--- config.mk ---
export PLATFORM = sky130hd
export DESIGN_NAME = seg7_scan_ctrl
export DESIGN_NICKNAME = d
export VERILOG_FILES = /design/src/rtl/seg7_pkg.sv /design/src/rtl/seg7_decode.sv /design/src/rtl/seg7_scan_ctrl.sv
export SDC_FILE = /design/constraint.sdc
export NUM_CORES = 1
export LEC_CHECK = 0
export BUFFER_PORTS_ARGS = -buffer_cell sky130_fd_sc_hd__buf_2
export CAP_MARGIN = 10
export CORE_MARGIN = 1
export CORE_UTILIZATION = 50
export CTS_CLUSTER_DIAMETER = 150
export DETAILED_ROUTE_END_ITERATION = 7
export PLACE_DENSITY = 0.71
export SETUP_SLACK_MARGIN = 0.05
export SLEW_MARGIN = 5
export SYNTH_ARGS = -nofsm -noshare
export SYNTH_HDL_FRONTEND = slang
export SYNTH_SLANG_ARGS = --single-unit
--- constraint.sdc ---
create_clock -name clk -period 2.8 [get_ports clk]
set_input_delay 0.56 -clock clk [delete_from_list [all_inputs] [get_ports clk]]
set_output_delay 0.56 -clock clk [all_outputs]
set_load 0.02 [all_outputs]
--- src/rtl/seg7_pkg.sv ---
// Shared constants, scan-state encoding and glyph lookup for the 7-segment scan controller.
// Segment vectors are ordered [0:6] = a..g and are active-low (0 = segment lit).
package seg7_pkg;

    // All segments dark.
    localparam logic [0:6] SEG_OFF  = 7'h7F;

    // Only segment g lit; shown for non-decimal codes 10..15.
    localparam logic [0:6] SEG_DASH = 7'b1111110;

    // Glyphs for 0..9, written a..g from MSB to LSB.
    localparam logic [0:6] SEG_0 = 7'b0000001;
    localparam logic [0:6] SEG_1 = 7'b1001111;
    localparam logic [0:6] SEG_2 = 7'b0010010;
    localparam logic [0:6] SEG_3 = 7'b0000110;
    localparam logic [0:6] SEG_4 = 7'b1001100;
    localparam logic [0:6] SEG_5 = 7'b0100100;
    localparam logic [0:6] SEG_6 = 7'b0100000;
    localparam logic [0:6] SEG_7 = 7'b0001111;
    localparam logic [0:6] SEG_8 = 7'b0000000;
    localparam logic [0:6] SEG_9 = 7'b0000100;

    // Phase within a digit slot: blanking gap first, then the digit is driven.
    typedef enum logic {
        GAP  = 1'b0,
        SHOW = 1'b1
    } scan_state_e;

    // Map a 4-bit code to its active-low segment pattern.
    function automatic logic [0:6] seg_glyph(input logic [3:0] code);
        logic [0:6] seg;
        case (code)
            4'd0:    seg = SEG_0;
            4'd1:    seg = SEG_1;
            4'd2:    seg = SEG_2;
            4'd3:    seg = SEG_3;
            4'd4:    seg = SEG_4;
            4'd5:    seg = SEG_5;
            4'd6:    seg = SEG_6;
            4'd7:    seg = SEG_7;
            4'd8:    seg = SEG_8;
            4'd9:    seg = SEG_9;
            default: seg = SEG_DASH;
        endcase
        return seg;
    endfunction

endpackage

--- src/rtl/seg7_decode.sv ---
// Combinational BCD to active-low 7-segment decoder; codes 10..15 render as a dash.
module seg7_decode
    import seg7_pkg::*;
(
    input  logic [3:0] bcd_i,
    output logic [0:6] seg_o
);

    // Pure table lookup, no state.
    always_comb begin
        seg_o = seg_glyph(bcd_i);
    end

endmodule

--- src/rtl/seg7_scan_ctrl.sv ---
// Multiplexed common-anode 7-segment scan controller.
// Snapshots all digits once per frame, blanks for GAP_CYCLES at the start of
// every digit slot, and registers every pin (one cycle behind cnt/idx/snap).
// Optional build macro: LEADING_ZERO_BLANK_EN suppresses leading zero digits
// (digit 0 is always shown; a digit with its decimal point requested is shown).
// rst is asynchronous active-low; its deassertion must already be synchronous to clk.
module seg7_scan_ctrl
    import seg7_pkg::*;
#(
    parameter int CLK_HZ     = 50_000_000,
    parameter int DIGIT_HZ   = 1_000,
    parameter int N_DIGITS   = 4,
    parameter int GAP_CYCLES = 500
) (
    input  logic                    clk,
    input  logic                    rst,
    input  logic                    enable,
    input  logic [4*N_DIGITS-1:0]   digits_bcd,
    input  logic [N_DIGITS-1:0]     dp_in,
    output logic [N_DIGITS-1:0]     anode,
    output logic [0:6]              display,
    output logic                    dp,
    output logic                    frame_start
);

    localparam int DWELL = CLK_HZ / DIGIT_HZ;
    localparam int CNT_W = (DWELL > 1) ? $clog2(DWELL) : 1;
    localparam int IDX_W = (N_DIGITS > 1) ? $clog2(N_DIGITS) : 1;

    localparam logic [CNT_W-1:0] CNT_LAST = CNT_W'(DWELL - 1);
    localparam logic [CNT_W-1:0] CNT_GAP  = CNT_W'(GAP_CYCLES);
    localparam logic [IDX_W-1:0] IDX_LAST = IDX_W'(N_DIGITS - 1);

    // Scan position and frame snapshot.
    logic [CNT_W-1:0]        cnt_q,     cnt_d;
    logic [IDX_W-1:0]        idx_q,     idx_d;
    logic [4*N_DIGITS-1:0]   snap_q,    snap_d;
    logic [N_DIGITS-1:0]     snap_dp_q, snap_dp_d;

    // Registered pin drivers.
    logic [N_DIGITS-1:0]     anode_q,       anode_d;
    logic [0:6]              display_q,     display_d;
    logic                    dp_q,          dp_d;
    logic                    frame_start_q, frame_start_d;

    // Current-slot view of the snapshot.
    scan_state_e             state;
    logic [3:0]              cur_bcd;
    logic                    cur_dp;
    logic                    cur_blank;
    logic [0:6]              cur_seg;
    logic [N_DIGITS-1:0]     blank_mask;

    // Slot phase follows directly from the position inside the dwell period.
    always_comb begin
        state = (cnt_q < CNT_GAP) ? GAP : SHOW;
    end

    // Select the snapshot nibble, decimal point and suppression flag of the active digit.
    always_comb begin
        cur_bcd   = 4'h0;
        cur_dp    = 1'b0;
        cur_blank = 1'b0;
        for (int i = 0; i < N_DIGITS; i++) begin
            if (idx_q == IDX_W'(i)) begin
                cur_bcd   = snap_q[4*i +: 4];
                cur_dp    = snap_dp_q[i];
                cur_blank = blank_mask[i];
            end
        end
    end

`ifdef LEADING_ZERO_BLANK_EN
    // Walk down from the most significant digit: a zero is leading while everything above it is zero.
    always_comb begin
        logic higher_zero;
        higher_zero = 1'b1;
        blank_mask  = '0;
        for (int i = N_DIGITS - 1; i >= 1; i--) begin
            blank_mask[i] = (snap_q[4*i +: 4] == 4'h0) && higher_zero && !snap_dp_q[i];
            higher_zero   = higher_zero && (snap_q[4*i +: 4] == 4'h0);
        end
    end
`else
    // Every digit is always shown, leading zeros included.
    always_comb begin
        blank_mask = '0;
    end
`endif

    seg7_decode u_decode (
        .bcd_i (cur_bcd),
        .seg_o (cur_seg)
    );

    // Next-state for counters, snapshot and pins; outputs default to blank.
    always_comb begin
        cnt_d         = cnt_q;
        idx_d         = idx_q;
        snap_d        = snap_q;
        snap_dp_d     = snap_dp_q;
        anode_d       = '1;
        display_d     = SEG_OFF;
        dp_d          = 1'b1;
        frame_start_d = 1'b0;

        if (!enable) begin
            // Disabled: park at the start of a frame so re-enable acts like reset release.
            cnt_d = '0;
            idx_d = '0;
        end else begin
            if (cnt_q == CNT_LAST) begin
                cnt_d = '0;
                idx_d = (idx_q == IDX_LAST) ? '0 : idx_q + 1'b1;
            end else begin
                cnt_d = cnt_q + 1'b1;
            end

            // Latch the whole frame at its first cycle so digits never tear mid-frame.
            if (cnt_q == '0 && idx_q == '0) begin
                snap_d        = digits_bcd;
                snap_dp_d     = dp_in;
                frame_start_d = 1'b1;
            end

            if (state == SHOW && !cur_blank) begin
                anode_d   = ~(N_DIGITS'(1) << idx_q);
                display_d = cur_seg;
                dp_d      = ~cur_dp;
            end
        end
    end

    // State and pin registers; reset blanks the display immediately.
    always_ff @(posedge clk or negedge rst) begin
        if (!rst) begin
            cnt_q         <= '0;
            idx_q         <= '0;
            snap_q        <= '0;
            snap_dp_q     <= '0;
            anode_q       <= '1;
            display_q     <= SEG_OFF;
            dp_q          <= 1'b1;
            frame_start_q <= 1'b0;
        end else begin
            cnt_q         <= cnt_d;
            idx_q         <= idx_d;
            snap_q        <= snap_d;
            snap_dp_q     <= snap_dp_d;
            anode_q       <= anode_d;
            display_q     <= display_d;
            dp_q          <= dp_d;
            frame_start_q <= frame_start_d;
        end
    end

    assign anode       = anode_q;
    assign display     = display_q;
    assign dp          = dp_q;
    assign frame_start = frame_start_q;

endmodule

# == Word level (Yosys, flattened, before mapping) ==
# Memory sizes are Yosys's and may differ from the RTL's.
# Index checks and enable logic that the tools add are counted.
# word_totals
latch_bits,0
mem_bits_ro,112
mem_bits_rw,0
regBits,51
output_inout_bits,13
n_memories,1
# memory_table
memory,words,word_bits,read_ports,rd_ports_with_merged_regs,wr,line,text
(name not given),16,7,1,0,0,seg7_pkg.sv:32,case (code)
# classes
magnitude_cmp,1
mul,0
n_mux,21
shifts,1
bitwise_logic,2
reduce_logical,4
n_eq_ne,5
n_addsub,2
div,0
# op_table
op,count
$mux 16,2
$mux 4,6
$add 16x1->16 const B,1
$eq 16x16->1 const B,1
$logic_not 16->1,1
$lt 16x9->1 const B,1
$mux 7,2
$mux 1,8
$mux 2,3
$eq 2x2->1 const B,2
$not 4->4,1
$shl 1x2->4 const A,1
$add 2x1->2 const B,1
$eq 2x1->1 const B,1
$logic_not 2->1,1
$ne 2x1->1 const B,1
$reduce_and 2->1,1
$logic_and 1x1->1,1
$not 1->1,1

# == Logic depth before layout (Yosys ltp) ==
# depth
depth_word,8
depth_mapped,10
mapped_depth_nobuf,10

# == Hierarchy ==
# A second synthesis with hierarchy kept.
# unflattened
hier_cells,226
area_unflattened_um2,2486.1
# modules_own_cells
module,n_inst,area_per_inst_um2,cells_each,seq_area_each_um2
seg7_scan_ctrl,1,2301.0,198,1291.2
seg7_decode,1,185.2,28,0.0

# == Worst setup path after synthesis ==
# OpenSTA, ideal clock, no wires.
# synth_timing
path_type,register to register
startpoint,register cnt_q[10]
endpoint,register snap_dp_q[2]
setup_ns,0.125
synth_period_minus_slack_ns,2.423
t_arrival_ns,2.298
path_stages_with_launch,7
path_slack_ns,0.377
required_time_ns,2.675
cell_sequence,dfrtp_1 -> buf_6 -> or4_4 -> or4_4 -> nor4_4 -> buf_6 -> mux2_4
# synth_between
elab_chain_cells,3
# synth_lines
item,line,text
"start, declared",seg7_scan_ctrl.sv:35,"logic [CNT_W-1:0] cnt_q, cnt_d;"
"start signal, assigned",seg7_scan_ctrl.sv:146,cnt_q <= cnt_d;
$logic_not 16->1,seg7_scan_ctrl.sv:120,if (cnt_q == '0 && idx_q == '0) begin
$logic_and 1x1->1,seg7_scan_ctrl.sv:120,
$reduce_and 2->1 (no source line),--,
"end signal, assigned",seg7_scan_ctrl.sv:149,snap_dp_q <= snap_dp_d;
"end, declared",seg7_scan_ctrl.sv:38,"logic [N_DIGITS-1:0] snap_dp_q, snap_dp_d;"
# Every way passes these cells.
# A chain may end at the register's enable or synchronous reset.

# == Worst setup path in the final report ==
# layout_timing
startpoint,register idx_q[0]
endpoint,register display_q (netlist bit display[0])
# layout_between
elab_chain_cells,8
word_cells_on_any_way,11
classes_between,3 x eq/ne; 6 x mux; 1 x reduce/logical; 1 x memory
# layout_lines
item,line,text
"start, declared",seg7_scan_ctrl.sv:36,"logic [IDX_W-1:0] idx_q, idx_d;"
"start signal, assigned",seg7_scan_ctrl.sv:147,idx_q <= idx_d;
$logic_not 2->1,seg7_scan_ctrl.sv:65,if (idx_q == IDX_W'(i)) begin
$mux 4 (3 in series),seg7_scan_ctrl.sv:65,
$mux 4 *,seg7_scan_ctrl.sv:65,
$mem_v2 16x7 *,--,
$mux 7 *,seg7_scan_ctrl.sv:126,if (state == SHOW && !cur_blank) begin
$mux 7 *,seg7_scan_ctrl.sv:107,if (!enable) begin
via display_d (one bit),seg7_scan_ctrl.sv:42,"logic [0:6] display_q, display_d;"
"end signal, assigned",seg7_scan_ctrl.sv:151,display_q <= display_d;
"end, declared",seg7_scan_ctrl.sv:42,
# The timed path passes the listed nets; every way through them passes the cells marked *.

==> run metrics <==
Max IR drop VDD=0.304 mV; critical-path cell list=inv_1 > ha_1 > or2_2 > a221oi_1 > nor2_1 > nor4b_1 > a31oi_1; Non-Filler Instances=327; Starting Density=0.528; total global-route track usage=0.181; core footprint=slightly below 0.005 mm²; Die ar.=0.00537 mm²; PostCTS Resize Cnt=0; Post-Syn Area=0.00254 mm²; min-delay worst type=in2async; CP peak stage delay=0.56 ns; Clock Path Buffers=2; Synth Area per Inst=11.6 µm²; r2r worst-path depth=7; CTS H-tree lvls=2; Max Slew Vio Count=0; vias per cell=5.22; proportion of layout cells with a drive suffix above 1=0.300; Hold-fix buffers, CTS=0; first-pass GRT wire length=7.36 mm; worst rel slew slack=0.385; crit path kind=reg2reg; R2R Path End=display[0]$_DFF_PN1_; NumNets Final=294; Syn-to-layout area delta=15.5%; root buf cell=clkbuf_8; Synth async-reset ratio=1.00; Synth Net Count=254; initial drt markers=71; Buffers & Inverters on Critical Path=1; register area share after synthesis=0.508; sequential cell area=0.00129 mm²; unrepaired setup endpoints after global routing=no; Leakage=1.32 nW; metal2 WL=2.07 mm; area leader, netlist=dfrtp_1; minimum clock period=2.50 ns; clock tree from TritonCTS=done; Clk Latency, worst-skew pair=0.30 ns; vias in the first global route=1541; num rows=25; Setup TNS=0 ns; skew final=0.00988 ns; gr ovfl total=0; antenna cells=0; drt first pass iters=4; most common flop cell mapped by yosys=dfrtp_1; io pins=36; PD cells=598 mW/mm²; maximum fanout along the worst path=10; area occupied by multi-input gates=approximately 0.0012 mm²; #FFs+latches synth=between 50 and 60; post-CTS setup buffer count=0; die width=between 70 and 80 µm; Distinct cells, synth=44; via count=1707; WL final=4.52 mm; Final GP Congestion=0.861; worst-margin pin slew=roughly 0.9 ns; largest net degree at the start of global routing=44; Mapped Cells=219; synth warn=0; DIE HEIGHT=73.3 µm; Worst path slowest cell=nor4b_1; wire per inst=13.8 µm; Detailed Place HPWL=roughly 3.3 mm; status=finished, final reports clean; highest metal used=met4; flop2flop setup slack=0.30 ns; TritonCTS Sinks=51; dpl cells=319; Layout fillers=about 400; Detail Route Antenna Nets=0; Hold Vio Cnt, Final=0; Post-synth EDFFs=0; fin crit share=0.894; Remaining DRCs=0; crit-path leading delay family=simple AND/OR/NAND/NOR gates; post-synth top area share=0.384; Worst Path Arrival=2.69 ns; critical path capture point type=register; Reg clk slew, reported paths=0.09 ns; Critical Path RT=2.99 ns; Worst setup SP type=register; Final setup viols=0; TritonCTS buffer count=5; highest clock rate=400 MHz; RR Startpoint=idx_q[0]$_DFFE_PN0P_; M1 wire length=about 2.3 mm; initial antenna violation count=0; met3 routed WL=roughly 110 µm; Synth area leaders=dfrtp_1 38%, dfstp_2 12%, ha_1 5.9%; Port Buffer Count=35; maxcap violations=0
[worst max path at each step]
stage / from / endpoint / slack, ns / cells past startpoint
after floorplan: cnt_q[10]$_DFF_PN0_ / snap_dp_q[2]$_DFFE_PN0P_ / 0.38 / 6
after global placement: cnt_q[12]$_DFF_PN0_ / snap_dp_q[1]$_DFFE_PN0P_ / 0.39 / 5
after detailed placement: cnt_q[12]$_DFF_PN0_ / snap_q[9]$_DFFE_PN0P_ / 0.36 / 5
after CTS: cnt_q[12]$_DFF_PN0_ / snap_q[9]$_DFFE_PN0P_ / 0.35 / 5
after global routing: idx_q[0]$_DFFE_PN0P_ / display[0]$_DFF_PN1_ / 0.21 / 7
final: idx_q[0]$_DFFE_PN0P_ / display[0]$_DFF_PN1_ / 0.30 / 7
[per-layer routing]
metal | vias up | GRT usage
met3 | 4 | 0.0412
met5 | - | 0
met2 | 34 | 0.274
met1 | 830 | 0.263
li1 | 839 | -
met4 | 0 | 0.0513
[registers in the layout, summed over array words and instances (netlist names)]
name,flops
idx_q,2
cnt_q,16
frame_start,1
display,7
dp,1
anode,4
snap_q,16
snap_dp_q,4
[placed cells by master, fill, tap and decap left out, drive strengths merged, types with 3 or more instances in the layout]
cell    synthesis  routed
a221oi          3       3
ha             12      12
nor2b           3       3
dfstp          12      12
nand3           9       9
nor4            4       4
dfrtp          39      39
mux2i           5       5
xnor2           7       7
nand4           4       4
nand2          14      14
nand2b          3       3
a31oi           4       4
nor2           21      21
mux2           19      19
clkbuf          4       6
o21ai           5       5
buf             3      40
inv            11      11
xor2            7       7
and3            3       3
[through the flow]
stage / hold WS, ns / instance area, µm² / total power [mW] / util / worst slack, ns
after floorplan: 0.264 / 2540 / 1.09 / - / 0.377
after global placement: 0.457 / 2800 / 1.16 / 0.582 / 0.387
after detailed placement: 0.476 / 2800 / 1.18 / 0.582 / 0.356
after CTS: 0.426 / 2930 / 1.77 / 0.609 / 0.346
after global routing: 0.455 / 2930 / 1.84 / 0.609 / 0.206
final: 0.398 / 2930 / 1.75 / 0.609 / 0.298
[power by group]
part	switching (mW)	total, mW	internal [mW]
Combinational	0.147	0.306	0.159
Sequential	0.0449	0.857	0.812
Clock	0.235	0.592	0.357
Total	0.426	1.75	1.33
[synth_stat cells (2+ instances only)]
| library cell | n |
|---|---|
| xnor2_1 | 7 |
| nor4b_1 | 2 |
| nor3_1 | 2 |
| or4_4 | 2 |
| nand2b_1 | 3 |
| mux2_2 | 3 |
| a21boi_0 | 2 |
| clkbuf_1 | 4 |
| or3_1 | 2 |
| nor4_1 | 3 |
| nand4_1 | 4 |
| a31oi_1 | 4 |
| buf_6 | 3 |
| a221oi_1 | 3 |
| nand2_1 | 14 |
| xor2_1 | 7 |
| dfrtp_1 | 39 |
| mux2i_1 | 5 |
| nand3_1 | 9 |
| ha_1 | 12 |
| and2_1 | 2 |
| and3_1 | 3 |
| dfstp_2 | 12 |
| and4_1 | 2 |
| inv_1 | 11 |
| o21ai_0 | 5 |
| mux2_4 | 10 |
| mux2_1 | 6 |
| nor2_1 | 21 |
| nor2b_1 | 3 |
[logic make-up (layout without fill, tap and decap cells)]
group | count (synthesis) | after routing | share of synthesized area
compound gates | 23 | 23 | 0.0650
simple gates | 77 | 77 | 0.165
buf+inv | 18 | 59 | 0.0354
xor+xnor | 14 | 14 | 0.0483
fa+ha+maj | 12 | 12 | 0.0591
mux | 24 | 24 | 0.119
flops | 51 | 51 | 0.508
[final cells by class]
type / instances / area share
clock buffer: 6 / 0.0247
timing repair buffer: 40 / 0.0768
inverter: 11 / 0.0141
clock inverter: 2 / 0.0205
sequential: 51 / 0.440
multi-input combinational: 150 / 0.395
tap: 67 / 0.0286
Note: power is estimated with default switching activity, not from simulation.
